===== config.mk =====
export PLATFORM = sky130hd
export DESIGN_NAME = data_island_scheduler_flat
export DESIGN_NICKNAME = d
export VERILOG_FILES = /design/src/rtl/data_island_scheduler_if.sv /design/src/rtl/data_island_scheduler.sv /design/src/flat_wrapper.sv
export SDC_FILE = /design/constraint.sdc
export NUM_CORES = 1
export LEC_CHECK = 0
export BUFFER_PORTS_ARGS = -buffer_cell sky130_fd_sc_hd__buf_2
export CORE_AREA = 2 2 199 201
export DETAILED_ROUTE_END_ITERATION = 10
export DIE_AREA = 0 0 201 203
export PLACE_DENSITY_LB_ADDON = 0.12
export SETUP_SLACK_MARGIN = 0.3
export SYNTH_ARGS = -nofsm -noshare
export SYNTH_HDL_FRONTEND = slang
export SYNTH_SLANG_ARGS = --single-unit

===== constraint.sdc =====
create_clock -name i_clock -period 2.98 [get_ports i_clock]
set_input_delay 0.149 -clock i_clock [delete_from_list [all_inputs] [get_ports i_clock]]
set_output_delay 0.149 -clock i_clock [all_outputs]
set_load 0.03 [all_outputs]

===== src/rtl/data_island_scheduler_if.sv =====
// rtl/data_island_scheduler_if.sv - packet source and serializer/encoder signals of the data island scheduler
interface data_island_scheduler_if;
   logic        islandWindow;
   logic        packetValid;
   logic [23:0] packetHeader;
   logic [55:0] packetSubpacket0;
   logic [55:0] packetSubpacket1;
   logic [55:0] packetSubpacket2;
   logic [55:0] packetSubpacket3;
   logic        packetAccept;
   logic [23:0] header;
   logic [55:0] subpacket0;
   logic [55:0] subpacket1;
   logic [55:0] subpacket2;
   logic [55:0] subpacket3;
   logic        isFirstPacketClock;
   logic [1:0]  mode;
   logic [3:0]  ctl;
   logic        busy;

   modport master (
      output islandWindow, packetValid, packetHeader,
             packetSubpacket0, packetSubpacket1, packetSubpacket2, packetSubpacket3,
      input  packetAccept, header, subpacket0, subpacket1, subpacket2, subpacket3,
             isFirstPacketClock, mode, ctl, busy
   );

   modport slave (
      input  islandWindow, packetValid, packetHeader,
             packetSubpacket0, packetSubpacket1, packetSubpacket2, packetSubpacket3,
      output packetAccept, header, subpacket0, subpacket1, subpacket2, subpacket3,
             isFirstPacketClock, mode, ctl, busy
   );
endinterface


===== src/rtl/data_island_scheduler.sv =====
// rtl/data_island_scheduler.sv - sequences one HDMI data island period and latches its packet
module data_island_scheduler #(
   parameter int MIN_CONTROL     = 4,
   parameter int PREAMBLE_CLOCKS = 8,
   parameter int GUARD_CLOCKS    = 2
) (
   input  logic                    i_clock,
   input  logic                    i_nReset,
   data_island_scheduler_if.slave  bus
);

   typedef enum logic [2:0] {
      S_IDLE,
      S_PREAMBLE,
      S_LEAD_GUARD,
      S_PACKET,
      S_TRAIL_GUARD
   } state_t;

   // Start is decided one cycle ahead, so the decision cycle itself counts as CONTROL.
   localparam logic [7:0] CTRL_NEED = 8'(MIN_CONTROL - 1);
   localparam logic [5:0] PRE_LAST  = 6'(PREAMBLE_CLOCKS - 1);
   localparam logic [5:0] GRD_LAST  = 6'(GUARD_CLOCKS - 1);
   localparam logic [5:0] PKT_LAST  = 6'd31;

   state_t      r_state;
   logic [5:0]  r_phase;
   logic [7:0]  r_ctrl_cnt;
   logic        r_accept;
   logic        r_first;
   logic [1:0]  r_mode;
   logic [3:0]  r_ctl;
   logic        r_busy;
   logic [23:0] r_header;
   logic [55:0] r_sub0;
   logic [55:0] r_sub1;
   logic [55:0] r_sub2;
   logic [55:0] r_sub3;

   state_t      w_state_nxt;
   logic [5:0]  w_phase_nxt;
   logic [7:0]  w_ctrl_nxt;
   logic        w_start;
   logic        w_first_nxt;
   logic [1:0]  w_mode_nxt;
   logic [3:0]  w_ctl_nxt;

   always_ff @(posedge i_clock or negedge i_nReset) begin
      if (!i_nReset) begin
         r_state    <= S_IDLE;
         r_phase    <= 6'd0;
         r_ctrl_cnt <= 8'd0;
         r_accept   <= 1'b0;
         r_first    <= 1'b0;
         r_mode     <= 2'd0;
         r_ctl      <= 4'd0;
         r_busy     <= 1'b0;
         r_header   <= 24'd0;
         r_sub0     <= 56'd0;
         r_sub1     <= 56'd0;
         r_sub2     <= 56'd0;
         r_sub3     <= 56'd0;
      end else begin
         r_state    <= w_state_nxt;
         r_phase    <= w_phase_nxt;
         r_ctrl_cnt <= w_ctrl_nxt;
         r_accept   <= w_start;
         r_first    <= w_first_nxt;
         r_mode     <= w_mode_nxt;
         r_ctl      <= w_ctl_nxt;
         r_busy     <= (w_state_nxt != S_IDLE);
         if (w_start) begin
            r_header <= bus.packetHeader;
            r_sub0   <= bus.packetSubpacket0;
            r_sub1   <= bus.packetSubpacket1;
            r_sub2   <= bus.packetSubpacket2;
            r_sub3   <= bus.packetSubpacket3;
         end
      end
   end

   always_comb begin
      w_state_nxt = r_state;
      w_phase_nxt = r_phase + 6'd1;
      w_ctrl_nxt  = 8'd0;
      w_start     = 1'b0;
      w_first_nxt = 1'b0;
      case (r_state)
         S_IDLE: begin
            w_phase_nxt = 6'd0;
            w_ctrl_nxt  = (r_ctrl_cnt == 8'hFF) ? r_ctrl_cnt : r_ctrl_cnt + 8'd1;
            if (bus.islandWindow && bus.packetValid && (r_ctrl_cnt >= CTRL_NEED)) begin
               w_start     = 1'b1;
               w_state_nxt = S_PREAMBLE;
            end
         end
         S_PREAMBLE: if (r_phase == PRE_LAST) begin
            w_state_nxt = S_LEAD_GUARD;
            w_phase_nxt = 6'd0;
         end
         S_LEAD_GUARD: if (r_phase == GRD_LAST) begin
            w_state_nxt = S_PACKET;
            w_phase_nxt = 6'd0;
            w_first_nxt = 1'b1;
         end
         S_PACKET: if (r_phase == PKT_LAST) begin
            w_state_nxt = S_TRAIL_GUARD;
            w_phase_nxt = 6'd0;
         end
         S_TRAIL_GUARD: if (r_phase == GRD_LAST) begin
            w_state_nxt = S_IDLE;
            w_phase_nxt = 6'd0;
         end
         default: begin
            w_state_nxt = S_IDLE;
            w_phase_nxt = 6'd0;
         end
      endcase

      case (w_state_nxt)
         S_PREAMBLE:                  w_mode_nxt = 2'd1;
         S_LEAD_GUARD, S_TRAIL_GUARD: w_mode_nxt = 2'd2;
         S_PACKET:                    w_mode_nxt = 2'd3;
         default:                     w_mode_nxt = 2'd0;
      endcase
      w_ctl_nxt = (w_state_nxt == S_PREAMBLE) ? 4'b0101 : 4'b0000;
   end

   assign bus.packetAccept       = r_accept;
   assign bus.isFirstPacketClock = r_first;
   assign bus.mode               = r_mode;
   assign bus.ctl                = r_ctl;
   assign bus.busy               = r_busy;
   assign bus.header             = r_header;
   assign bus.subpacket0         = r_sub0;
   assign bus.subpacket1         = r_sub1;
   assign bus.subpacket2         = r_sub2;
   assign bus.subpacket3         = r_sub3;

endmodule


===== src/flat_wrapper.sv =====
// flat-port wrapper written by rule: the top's interface ports become plain ports
module data_island_scheduler_flat 
#(
   parameter int MIN_CONTROL     = 4,
   parameter int PREAMBLE_CLOCKS = 8,
   parameter int GUARD_CLOCKS    = 2
)
  (i_clock, i_nReset, bus_islandWindow, bus_packetValid, bus_packetHeader, bus_packetSubpacket0, bus_packetSubpacket1, bus_packetSubpacket2, bus_packetSubpacket3, bus_packetAccept, bus_header, bus_subpacket0, bus_subpacket1, bus_subpacket2, bus_subpacket3, bus_isFirstPacketClock, bus_mode, bus_ctl, bus_busy);
  data_island_scheduler_if bus_i ();
  input  logic i_clock;
  input  logic i_nReset;
  input wire logic [$bits(bus_i.islandWindow)-1:0] bus_islandWindow;
  input wire logic [$bits(bus_i.packetValid)-1:0] bus_packetValid;
  input wire logic [$bits(bus_i.packetHeader)-1:0] bus_packetHeader;
  input wire logic [$bits(bus_i.packetSubpacket0)-1:0] bus_packetSubpacket0;
  input wire logic [$bits(bus_i.packetSubpacket1)-1:0] bus_packetSubpacket1;
  input wire logic [$bits(bus_i.packetSubpacket2)-1:0] bus_packetSubpacket2;
  input wire logic [$bits(bus_i.packetSubpacket3)-1:0] bus_packetSubpacket3;
  output wire logic [$bits(bus_i.packetAccept)-1:0] bus_packetAccept;
  output wire logic [$bits(bus_i.header)-1:0] bus_header;
  output wire logic [$bits(bus_i.subpacket0)-1:0] bus_subpacket0;
  output wire logic [$bits(bus_i.subpacket1)-1:0] bus_subpacket1;
  output wire logic [$bits(bus_i.subpacket2)-1:0] bus_subpacket2;
  output wire logic [$bits(bus_i.subpacket3)-1:0] bus_subpacket3;
  output wire logic [$bits(bus_i.isFirstPacketClock)-1:0] bus_isFirstPacketClock;
  output wire logic [$bits(bus_i.mode)-1:0] bus_mode;
  output wire logic [$bits(bus_i.ctl)-1:0] bus_ctl;
  output wire logic [$bits(bus_i.busy)-1:0] bus_busy;
  assign bus_i.islandWindow = bus_islandWindow;
  assign bus_i.packetValid = bus_packetValid;
  assign bus_i.packetHeader = bus_packetHeader;
  assign bus_i.packetSubpacket0 = bus_packetSubpacket0;
  assign bus_i.packetSubpacket1 = bus_packetSubpacket1;
  assign bus_i.packetSubpacket2 = bus_packetSubpacket2;
  assign bus_i.packetSubpacket3 = bus_packetSubpacket3;
  assign bus_packetAccept = bus_i.packetAccept;
  assign bus_header = bus_i.header;
  assign bus_subpacket0 = bus_i.subpacket0;
  assign bus_subpacket1 = bus_i.subpacket1;
  assign bus_subpacket2 = bus_i.subpacket2;
  assign bus_subpacket3 = bus_i.subpacket3;
  assign bus_isFirstPacketClock = bus_i.isFirstPacketClock;
  assign bus_mode = bus_i.mode;
  assign bus_ctl = bus_i.ctl;
  assign bus_busy = bus_i.busy;
  data_island_scheduler #(.MIN_CONTROL(MIN_CONTROL), .PREAMBLE_CLOCKS(PREAMBLE_CLOCKS), .GUARD_CLOCKS(GUARD_CLOCKS)) u_core (.i_clock(i_clock), .i_nReset(i_nReset), .bus(bus_i));
endmodule

Word-level counts from Yosys, hierarchy flattened --
Index checks and enable logic that the tools add are counted.
Operators by class: add/sub/neg operators 2, $lt $le $gt $ge 1, equality and inequality tests 13, muxes and demuxes 18, reduce and logical (&&, ||, !) cells 6
Operators with widths (number):
- $mux 3 | 6
- $mux 6 | 3
- $pmux 6 s3 | 1
- $mux 8 | 2
- $pmux 3 s5 | 1
- $eq 3x2->1 const B | 4
- $add 8x1->8 const B | 1
- $eq 8x8->1 const B | 1
- $ge 8x2->1 const B | 1
- $add 6x1->6 const B | 1
- $eq 3x1->1 const B | 2
- $eq 3x3->1 const B | 2
- $eq 6x1->1 const B | 1
- $eq 6x3->1 const B | 1
- $eq 6x5->1 const B | 1
- $pmux 2 s3 | 1
- $mux 1 | 4
- $reduce_or 2->1 | 2
- $logic_not 3->1 | 1
- $reduce_bool 3->1 | 1
- $logic_and 1x1->1 | 2
- $ne 2x2->1 const B | 1
Storage, ports and cells: bits in registers 273, input port bits 252, output and inout port bits 257, word-level logic and storage cells 53

Longest topological paths before layout --
Gate-level depths: netlist of run 1.
depth in word-level cells 7, mapped depth 7, depth with buffers taken out 6

Worst setup path after synthesis of run 1 --
Ideal clock, no wire load.
path kind flip-flop to flip-flop, from register u_core.r_state[2], to register u_core.r_sub0[51] (netlist: u_core.bus.subpacket0[51]), setup time 127 ps, arrival time 2045 ps, data required time 2853 ps, slack 807 ps, cell stages (with the launch flop) 8, buffers on the path 4, clock period less this slack 2173 ps, path through dfrtp_1 > clkbuf_1 > or3_1 > buf_2 > a211oi_4 > buf_4 > buf_6 > mux2_1
On the way: longest elaborated chain between the ends 2
Ends and longest elaborated chain:
- from (decl) | RTL line data_island_scheduler.sv:26 | state_t r_state;
- from (signal assigned) | RTL line data_island_scheduler.sv:64 | r_state <= w_state_nxt;
- $logic_not 3->1 | RTL line data_island_scheduler.sv:88 | case (r_state)
- $mux 1 | RTL line data_island_scheduler.sv:88
- to (signal assigned) | RTL line data_island_scheduler.sv:74 | r_sub0 <= bus.packetSubpacket0;
- to (decl) | RTL line data_island_scheduler.sv:35 | logic [55:0] r_sub0;
No other way between the ends. A chain may end at the register's enable or synchronous reset.

Worst setup path in the final report of run 1 --
from register u_core.r_state[1], to register u_core.r_sub0[11] (netlist: u_core.bus.subpacket0[11])
Same word-level chain as after synthesis.

==> results of run 1 <==
==> cell type report <==
type	instances	area, µm²	share of cell area [%]
Timing Repair Buffer	775	5323	31.14
Clock inverter	7	113.9	0.6662
Tap cell	518	648.1	3.792
Multi-Input combinational cell	328	3304	19.33
Sequential cell	271	6782	39.68
Clock buffer	48	899.6	5.264
Antenna cell	1	2.502	0.01464
Inverter	5	18.77	0.1098
==> critical path, delay by kind of cell (launching register included) <==
family	cells	cell delay, ns
AO/OA/AOI/OAI	1	0.46
buffers and inverters	2	0.54
multiplexers	1	0.35
flip-flops	1	0.47
AND/OR/NAND/NOR	1	0.50
==> repair_timing <==
action | 4_1_cts | 5_1_grt
endpoints found under the setup margin | 0 | 1
resized for setup | 0 | 1
hold endpoints to repair | 320 | 0
buffers inserted | 0 | 0
hold buffers | 249 | 0
==> layout by cell type (no fill, tap or decap), types with 5 or more instances in the layout <==
cell type | synthesis | final
sky130_fd_sc_hd__buf_2 | 4 | 505
sky130_fd_sc_hd__dfrtp_1 | 271 | 271
sky130_fd_sc_hd__dlygate4sd3_1 | 0 | 249
sky130_fd_sc_hd__mux2_1 | 209 | 209
sky130_fd_sc_hd__mux2_2 | 39 | 39
sky130_fd_sc_hd__clkbuf_16 | 0 | 31
sky130_fd_sc_hd__nor2_1 | 13 | 13
sky130_fd_sc_hd__clkbuf_1 | 4 | 11
sky130_fd_sc_hd__buf_12 | 0 | 11
sky130_fd_sc_hd__buf_4 | 16 | 9
sky130_fd_sc_hd__nor3_1 | 6 | 6
sky130_fd_sc_hd__clkbuf_8 | 0 | 6
sky130_fd_sc_hd__inv_1 | 5 | 5
sky130_fd_sc_hd__nand3_1 | 5 | 5
sky130_fd_sc_hd__xnor2_1 | 5 | 5
sky130_fd_sc_hd__a31oi_1 | 5 | 5
==> flip-flops by register name, indices dropped and copies added (netlist names) <==
| register | flops |
|---|---|
| u_core.bus.busy | 1 |
| u_core.bus.ctl | 1 |
| u_core.bus.header | 24 |
| u_core.bus.isFirstPacketClock | 1 |
| u_core.bus.mode | 2 |
| u_core.bus.packetAccept | 1 |
| u_core.bus.subpacket0 | 56 |
| u_core.bus.subpacket1 | 56 |
| u_core.bus.subpacket2 | 56 |
| u_core.bus.subpacket3 | 56 |
| u_core.r_ctrl_cnt | 8 |
| u_core.r_phase | 6 |
| u_core.r_state | 3 |
==> where the power goes <==
group | switching [W] | internal, W
Combinational | 0.00415 | 0.00203
Sequential | 0.000638 | 0.00508
Clock | 0.00149 | 0.00231
==> per-stage QoR <==
stage	util, %	power [W]	worst slack [ns]
4_1_cts	44.41	0.01593	0.3929
3_3_place_gp	35.29	0.01170	0.3659
6_report	44.43	0.01571	0.4984
3_5_place_dp	35.29	0.01176	0.4398
5_1_grt	44.43	0.01657	0.3242
2_1_floorplan	-	0.009593	0.8072
==> kinds of logic (layout without fill, tap and decap cells) <==
family,after synthesis,count (layout),synth area share (%)
xor+xnor,6,6,0.5066
other cells,1,3,0.03615
buf+inv,40,835,2.871
simple gates,47,47,2.400
compound gates,21,21,1.435
mux,249,249,27.02
fa+ha+maj,3,3,0.3619
flops,271,271,65.37
==> per-layer routing <==
layer / global-route usage (%) / wire, µm / vias to the layer above
li1: - / - / 3801
met1: 17.47 / 12370 / 4022
met3: 3.258 / 1847 / 48
met5: 0 / 0 / -
met4: 4.153 / 671 / 0
met2: 28.52 / 16660 / 262
==> worst max path at each step <==
stage | startpoint | end | slack [ns] | depth (start not counted)
global placement | u_core.r_ctrl_cnt[0] | u_core.bus.busy | 0.37 | 6
finish | u_core.r_state[1] | u_core.bus.subpacket0[11] | 0.50 | 5
CTS | u_core.r_ctrl_cnt[0] | u_core.bus.busy | 0.39 | 6
global route | u_core.r_state[1] | u_core.bus.subpacket0[11] | 0.32 | 5
detailed placement | u_core.r_ctrl_cnt[0] | u_core.bus.busy | 0.44 | 6
floorplan | u_core.r_state[2] | u_core.bus.subpacket0[51] | 0.81 | 7
==> impl_metrics.tcl, run 1 <==
set metrics [dict create \
    timing.critical_path.slowest_stage_cell "sky130_fd_sc_hd__or3_1" \
    critical_path_start_end_classification "flip-flop to flip-flop" \
    path_cells "or3_1 -> a211oi_4 -> buf_12 -> buf_4 -> mux2_1" \
    avg_cell_area_syn_um2 16.26 \
    synthToLayoutAreaGrowth_pct 64.76 \
    synth_top_area_share_pct 65.37 \
    vias_after_detailed_routing 8133 \
    rr_startpoint "u_core.r_state[1]" \
    ys_async_sr_fraction_pct 100.0 \
    grt_usage_pct 15.23 \
    wire_per_inst_um 16.15 \
    grt_max_degree 73 \
    tritoncts.num_buffers 31 \
    postRouteWirelength_mm 31.55 \
    drt-pass1-iter-count 4 \
    synth_edf_count 0 \
    floorplan.rows 72 \
    floorplan.initialDensity_pct 26.97 \
    required_ns 3.41 \
    clock_tree.htree_level_count 1 \
    number_of_synthesized_register_bits 271 \
    synth_sequential_area_ratio_pct 65.37 \
    critical-path-max-stage-delay_ns 0.50 \
    largest_cells_by_area_after_synthesis "sky130_fd_sc_hd__dfrtp_1 65%, sky130_fd_sc_hd__mux2_1 23%, sky130_fd_sc_hd__mux2_2 4.2%" \
    max_freq_ghz 0.4030 \
    final_setup_violation_count 0 \
    port_buffers 506 \
    post_dp_cell_area_um2 13580 \
    layout-drive-gt1-share_pct 42.61 \
    detailedPlacementHpwl_mm 22.70 \
    cts_tree "built" \
    number_of_i_o_pins 509 \
    antenna_found_initial 1 \
    report.final.hold_viol_count 0 \
    run_status "completed" \
    timing.clock.skew_ns 0.007447 \
    timing.hold.worst.class "primary input to async pin" \
    grt_pass1_vias 8893 \
    vdd.ir_drop.worst_uv 498.8 \
    yosys.cell_count.top_type "sky130_fd_sc_hd__dfrtp_1" \
    clock_latency_ns 0.55 \
    final_max_slew_viol_count 0 \
    hold-worst-slack_ns 0.1354 \
    layout.cells.non_filler 1953 \
    netlist_area_um2 10370 \
    placed_cells 1648 \
    worst-slew-pin-transition_ns 0.5478 \
    power_leakage_nw 8.792 \
    cts-root-to-sink-buffers 3 \
    floorplan.die_area_um2 40800 \
    regToRegSetupSlack_ns 0.50 \
    drv_cap 0 \
    synth.yosys.warnings 0 \
    drcViolationCount 0 \
    synthesized_netlist_cell_count 638 \
    synthFlopType "sky130_fd_sc_hd__dfrtp_1" \
    fin_area_um2 17090 \
    worstSetupEndpointType "flip-flop" \
    grt.overflow.total 0 \
    synth_cell_type_count 37 \
    core_box_area_um2 38470 \
    pwr_cell_area_nw_per_um2 919.2 \
    slew-limit-headroom_pct 63.48 \
    min_period_over_period_pct 83.28 \
    grt_setup_unrepaired "false" \
    grt_pass1_wl_mm 49.79 \
    nFillCells 3632 \
    final_period_minus_worst_setup_slack_ns 2.482 \
    cts_root_buffer "sky130_fd_sc_hd__clkbuf_16" \
    setup_total_negative_slack_ns 0 \
    detail_route.iter0.violations 228 \
    worst-path-max-fanout 36 \
    worst-endpoint-arrival_ns 2.91 \
    yosys-top-cells-count "271 x sky130_fd_sc_hd__dfrtp_1, 209 x sky130_fd_sc_hd__mux2_1, 39 x sky130_fd_sc_hd__mux2_2" \
    reg2reg_to "u_core.bus.subpacket0[11]" \
    die_w_um 201 \
    route.antenna.remaining_nets 0 \
    post-synth-top-area-cell "sky130_fd_sc_hd__dfrtp_1" \
    avgViaCountPerCell 4.164 \
    ff2ff_path_depth 5 \
    start_kind "flip-flop" \
    tritoncts_num_sinks 271 \
    fin_nets 1667 \
    die_h_um 203 \
    routabilityCongestion 0.7782 \
    clk_pin_slew_ns 0.06 \
]
No activity file was read; power rests on OpenSTA's default activity.
==> run 2: changes to the inputs <==
==> constraint.sdc (replaced) <==
create_clock -name i_clock -period 2.3 [get_ports i_clock]
set_input_delay 0.115 -clock i_clock [delete_from_list [all_inputs] [get_ports i_clock]]
set_output_delay 0.115 -clock i_clock [all_outputs]
set_load 0.03 [all_outputs]
==> run 2 against run 1 <==
Total power increased by 35%. Via count increased by 2.9%. Utilization increased by 3.1 points. Cell area increased by 7.0%. Sequential power increased by 30%. Clock skew increased by 0.0036 ns. Sequential cell count unchanged. Worst hold slack improved by 0.055 ns. Non-clock buffer count increased by 45. Clock power increased by 36%.
==> impl_metrics.tcl, run 2 (synthesis gave the netlist of run 1 again) <==
set metrics [dict create \
    grt_pass1_wl_mm 52.54 \
    power_switching_w 0.008430 \
    vdd.ir_drop.worst_uv 665.6 \
    rr_startpoint "u_core.r_state[0]" \
    layout.cells.non_filler 2003 \
    final_max_slew_viol_count 0 \
    p_int_w 0.01273 \
    grt.overflow.total 0 \
    critical_path_start_end_classification "flip-flop to flip-flop" \
    setup_total_negative_slack_ns 0 \
    layout.cells.most_common "sky130_fd_sc_hd__buf_2" \
    final_setup_violation_count 0 \
    synthToLayoutAreaGrowth_pct 76.29 \
    die_w_um 201 \
    worst-slew-pin-transition_ns 0.6305 \
    final_setup_margin_ns 0.2551 \
    pwr_cell_area_nw_per_um2 1157 \
    core_box_area_um2 38470 \
    vias_after_detailed_routing 8366 \
    detailedPlacementHpwl_mm 23.36 \
    n_antenna_cell 0 \
    antenna_found_initial 0 \
    clock_tree.htree_level_count 2 \
    routabilityCongestion 0.7679 \
    part_of_the_total_power_dissipated_in_sequential_elements_pct 35.3 \
    min_period_over_period_pct 88.91 \
    cts-root-to-sink-buffers 3 \
    worst_setup_slack_before_clock_tree_synthesis_ns 0.04673 \
    grt_use_met3_pct 4.045 \
    cts_root_buffer "sky130_fd_sc_hd__clkbuf_16" \
    postRouteWirelength_mm 36.11 \
    mostFrequentLayoutCells "505 x sky130_fd_sc_hd__buf_2, 270 x sky130_fd_sc_hd__dfrtp_1, 249 x sky130_fd_sc_hd__dlygate4sd3_1" \
    avgViaCountPerCell 4.177 \
    grt_max_degree 74 \
    placed_cells 1649 \
    floorplan.initialDensity_pct 26.97 \
    slew-limit-headroom_pct 57.97 \
    layout-drive-gt1-share_pct 48.75 \
    grt_pass1_vias 8900 \
    max_freq_ghz 0.4890 \
    ff2ff_path_depth 7 \
    clockPowerShare_pct 24.5 \
    report.final.hold_viol_count 0 \
    clock_latency_ns 0.51 \
    drv_cap 0 \
    drcViolationCount 0 \
    detail_route.iter0.violations 227 \
    worst-path-max-fanout 6 \
    worstSetupEndpointType "flip-flop" \
    port_buffers 506 \
    clk_pin_slew_ns 0.06 \
    route.antenna.remaining_nets 0 \
    reg2reg_to "u_core.bus.subpacket0[30]" \
    die_h_um 203 \
    floorplan.rows 72 \
    gr-usage-met2_pct 29.35 \
    grt_setup_unrepaired "true" \
    regToRegSetupSlack_ns 0.26 \
    timing.hold.worst.class "primary input to async pin" \
    netSwitchingFraction_pct 39.84 \
    required_ns 2.68 \
    timing.critical_path.from "u_core.r_state[0]" \
    tritoncts_num_sinks 271 \
    power_leakage_nw 9.317 \
    timing.clock.skew_ns 0.01105 \
    worst-endpoint-arrival_ns 2.43 \
    grt_usage_pct 16.55 \
    use_met1_pct 19.16 \
    critPathCapture "u_core.bus.subpacket0[30]" \
    final_period_minus_worst_setup_slack_ns 2.045 \
    number_of_i_o_pins 509 \
    nFillCells 3496 \
    drt-pass1-iter-count 6 \
    start_kind "flip-flop" \
    fin_nets 1715 \
    run_status "completed" \
    wire_per_inst_um 18.03 \
    comb_power_share_pct 40.3 \
    cts_tree "built" \
    floorplan.die_area_um2 40800 \
    tritoncts.num_buffers 34 \
    gr-max-usage-layer "met2" \
]
## run 2: cell count changes in the layout (fill, tap and decap cells not counted), moves of 3 or more
cell / change
sky130_fd_sc_hd__clkbuf_8: +4
sky130_fd_sc_hd__buf_12: -3
sky130_fd_sc_hd__mux2_4: +60
sky130_fd_sc_hd__clkbuf_1: -5
sky130_fd_sc_hd__clkinv_2: +3
sky130_fd_sc_hd__clkbuf_16: +16
sky130_fd_sc_hd__buf_16: +14
sky130_fd_sc_hd__bufinv_16: -3
sky130_fd_sc_hd__mux2_1: -48
sky130_fd_sc_hd__mux2_2: -12
sky130_fd_sc_hd__buf_4: +13
sky130_fd_sc_hd__buf_6: +8
## run 2: metrics by stage
stage | total power (W) | hold WS (ns) | instance area (µm²) | util (%)
after global placement | 0.01531 | 0.1757 | 13590 | 35.34
after detailed placement | 0.01538 | 0.1702 | 13590 | 35.34
final | 0.02116 | 0.1902 | 18290 | 47.54
after global routing | 0.02222 | 0.2077 | 18290 | 47.54
after floorplan | 0.01249 | -0.1806 | 10460 | -
after CTS | 0.02109 | 0.2034 | 17680 | 45.97
## run 2: cell type report
cell class | count | area [µm²] | share of cell area, %
Multi-Input combinational cell | 328 | 3587 | 19.62
Clock inverter | 10 | 63.81 | 0.3489
Sequential cell | 271 | 6783 | 37.09
Timing Repair Buffer | 820 | 6151 | 33.63
Inverter | 5 | 18.77 | 0.1026
Tap cell | 518 | 648.1 | 3.544
Clock buffer | 51 | 1036 | 5.665
## run 2: power groups by stage
stage / Combinational (W) / Sequential (W) / Clock [W]
after CTS: 0.00832 / 0.00742 / 0.00535
after detailed placement: 0.00789 / 0.00749 / 0
after global routing: 0.00893 / 0.00770 / 0.00558
after global placement: 0.00786 / 0.00745 / 0
final: 0.00852 / 0.00746 / 0.00517
after floorplan: 0.00140 / 0.0111 / 0
## run 2: how the worst min path moves through the flow
stage	cells after the start	slack, ns	endpoint	from
3_3_place_gp	1	0.18	u_core.bus.subpacket0[14]	i_nReset
3_5_place_dp	1	0.17	u_core.bus.subpacket0[14]	i_nReset
5_1_grt	2	0.21	u_core.bus.subpacket0[19]	i_nReset
2_1_floorplan	0	-0.18	u_core.bus.busy	i_nReset
4_1_cts	2	0.20	u_core.bus.subpacket1[52]	i_nReset
6_report	2	0.19	u_core.bus.subpacket0[16]	i_nReset
## run 2: repair_timing
action / 4_1_cts / 5_1_grt
buffers inserted: 17 / 4
hold buffers: 249 / 0
hold endpoints to repair: 314 / 0
gates resized for setup: 23 / 70
gates cloned: 9 / 14
setup endpoints to repair: 227 / 247
pin swaps: 3 / 4
## run 2: worst max-delay path, stage by stage (launching register included)
cell and delay [ns]:
sky130_fd_sc_hd__dfrtp_1 0.38, sky130_fd_sc_hd__or3_4 0.40, sky130_fd_sc_hd__a211oi_4 0.24, sky130_fd_sc_hd__buf_12 0.18, sky130_fd_sc_hd__buf_6 0.12, sky130_fd_sc_hd__buf_12 0.14, sky130_fd_sc_hd__clkbuf_16 0.15, sky130_fd_sc_hd__mux2_1 0.31
## run 2: metal layers
layer	wire length, µm	vias to the layer above
met2	18490	287
met4	1150	0
li1	-	3920
met3	2058	62
met5	0	-
met1	14410	4097
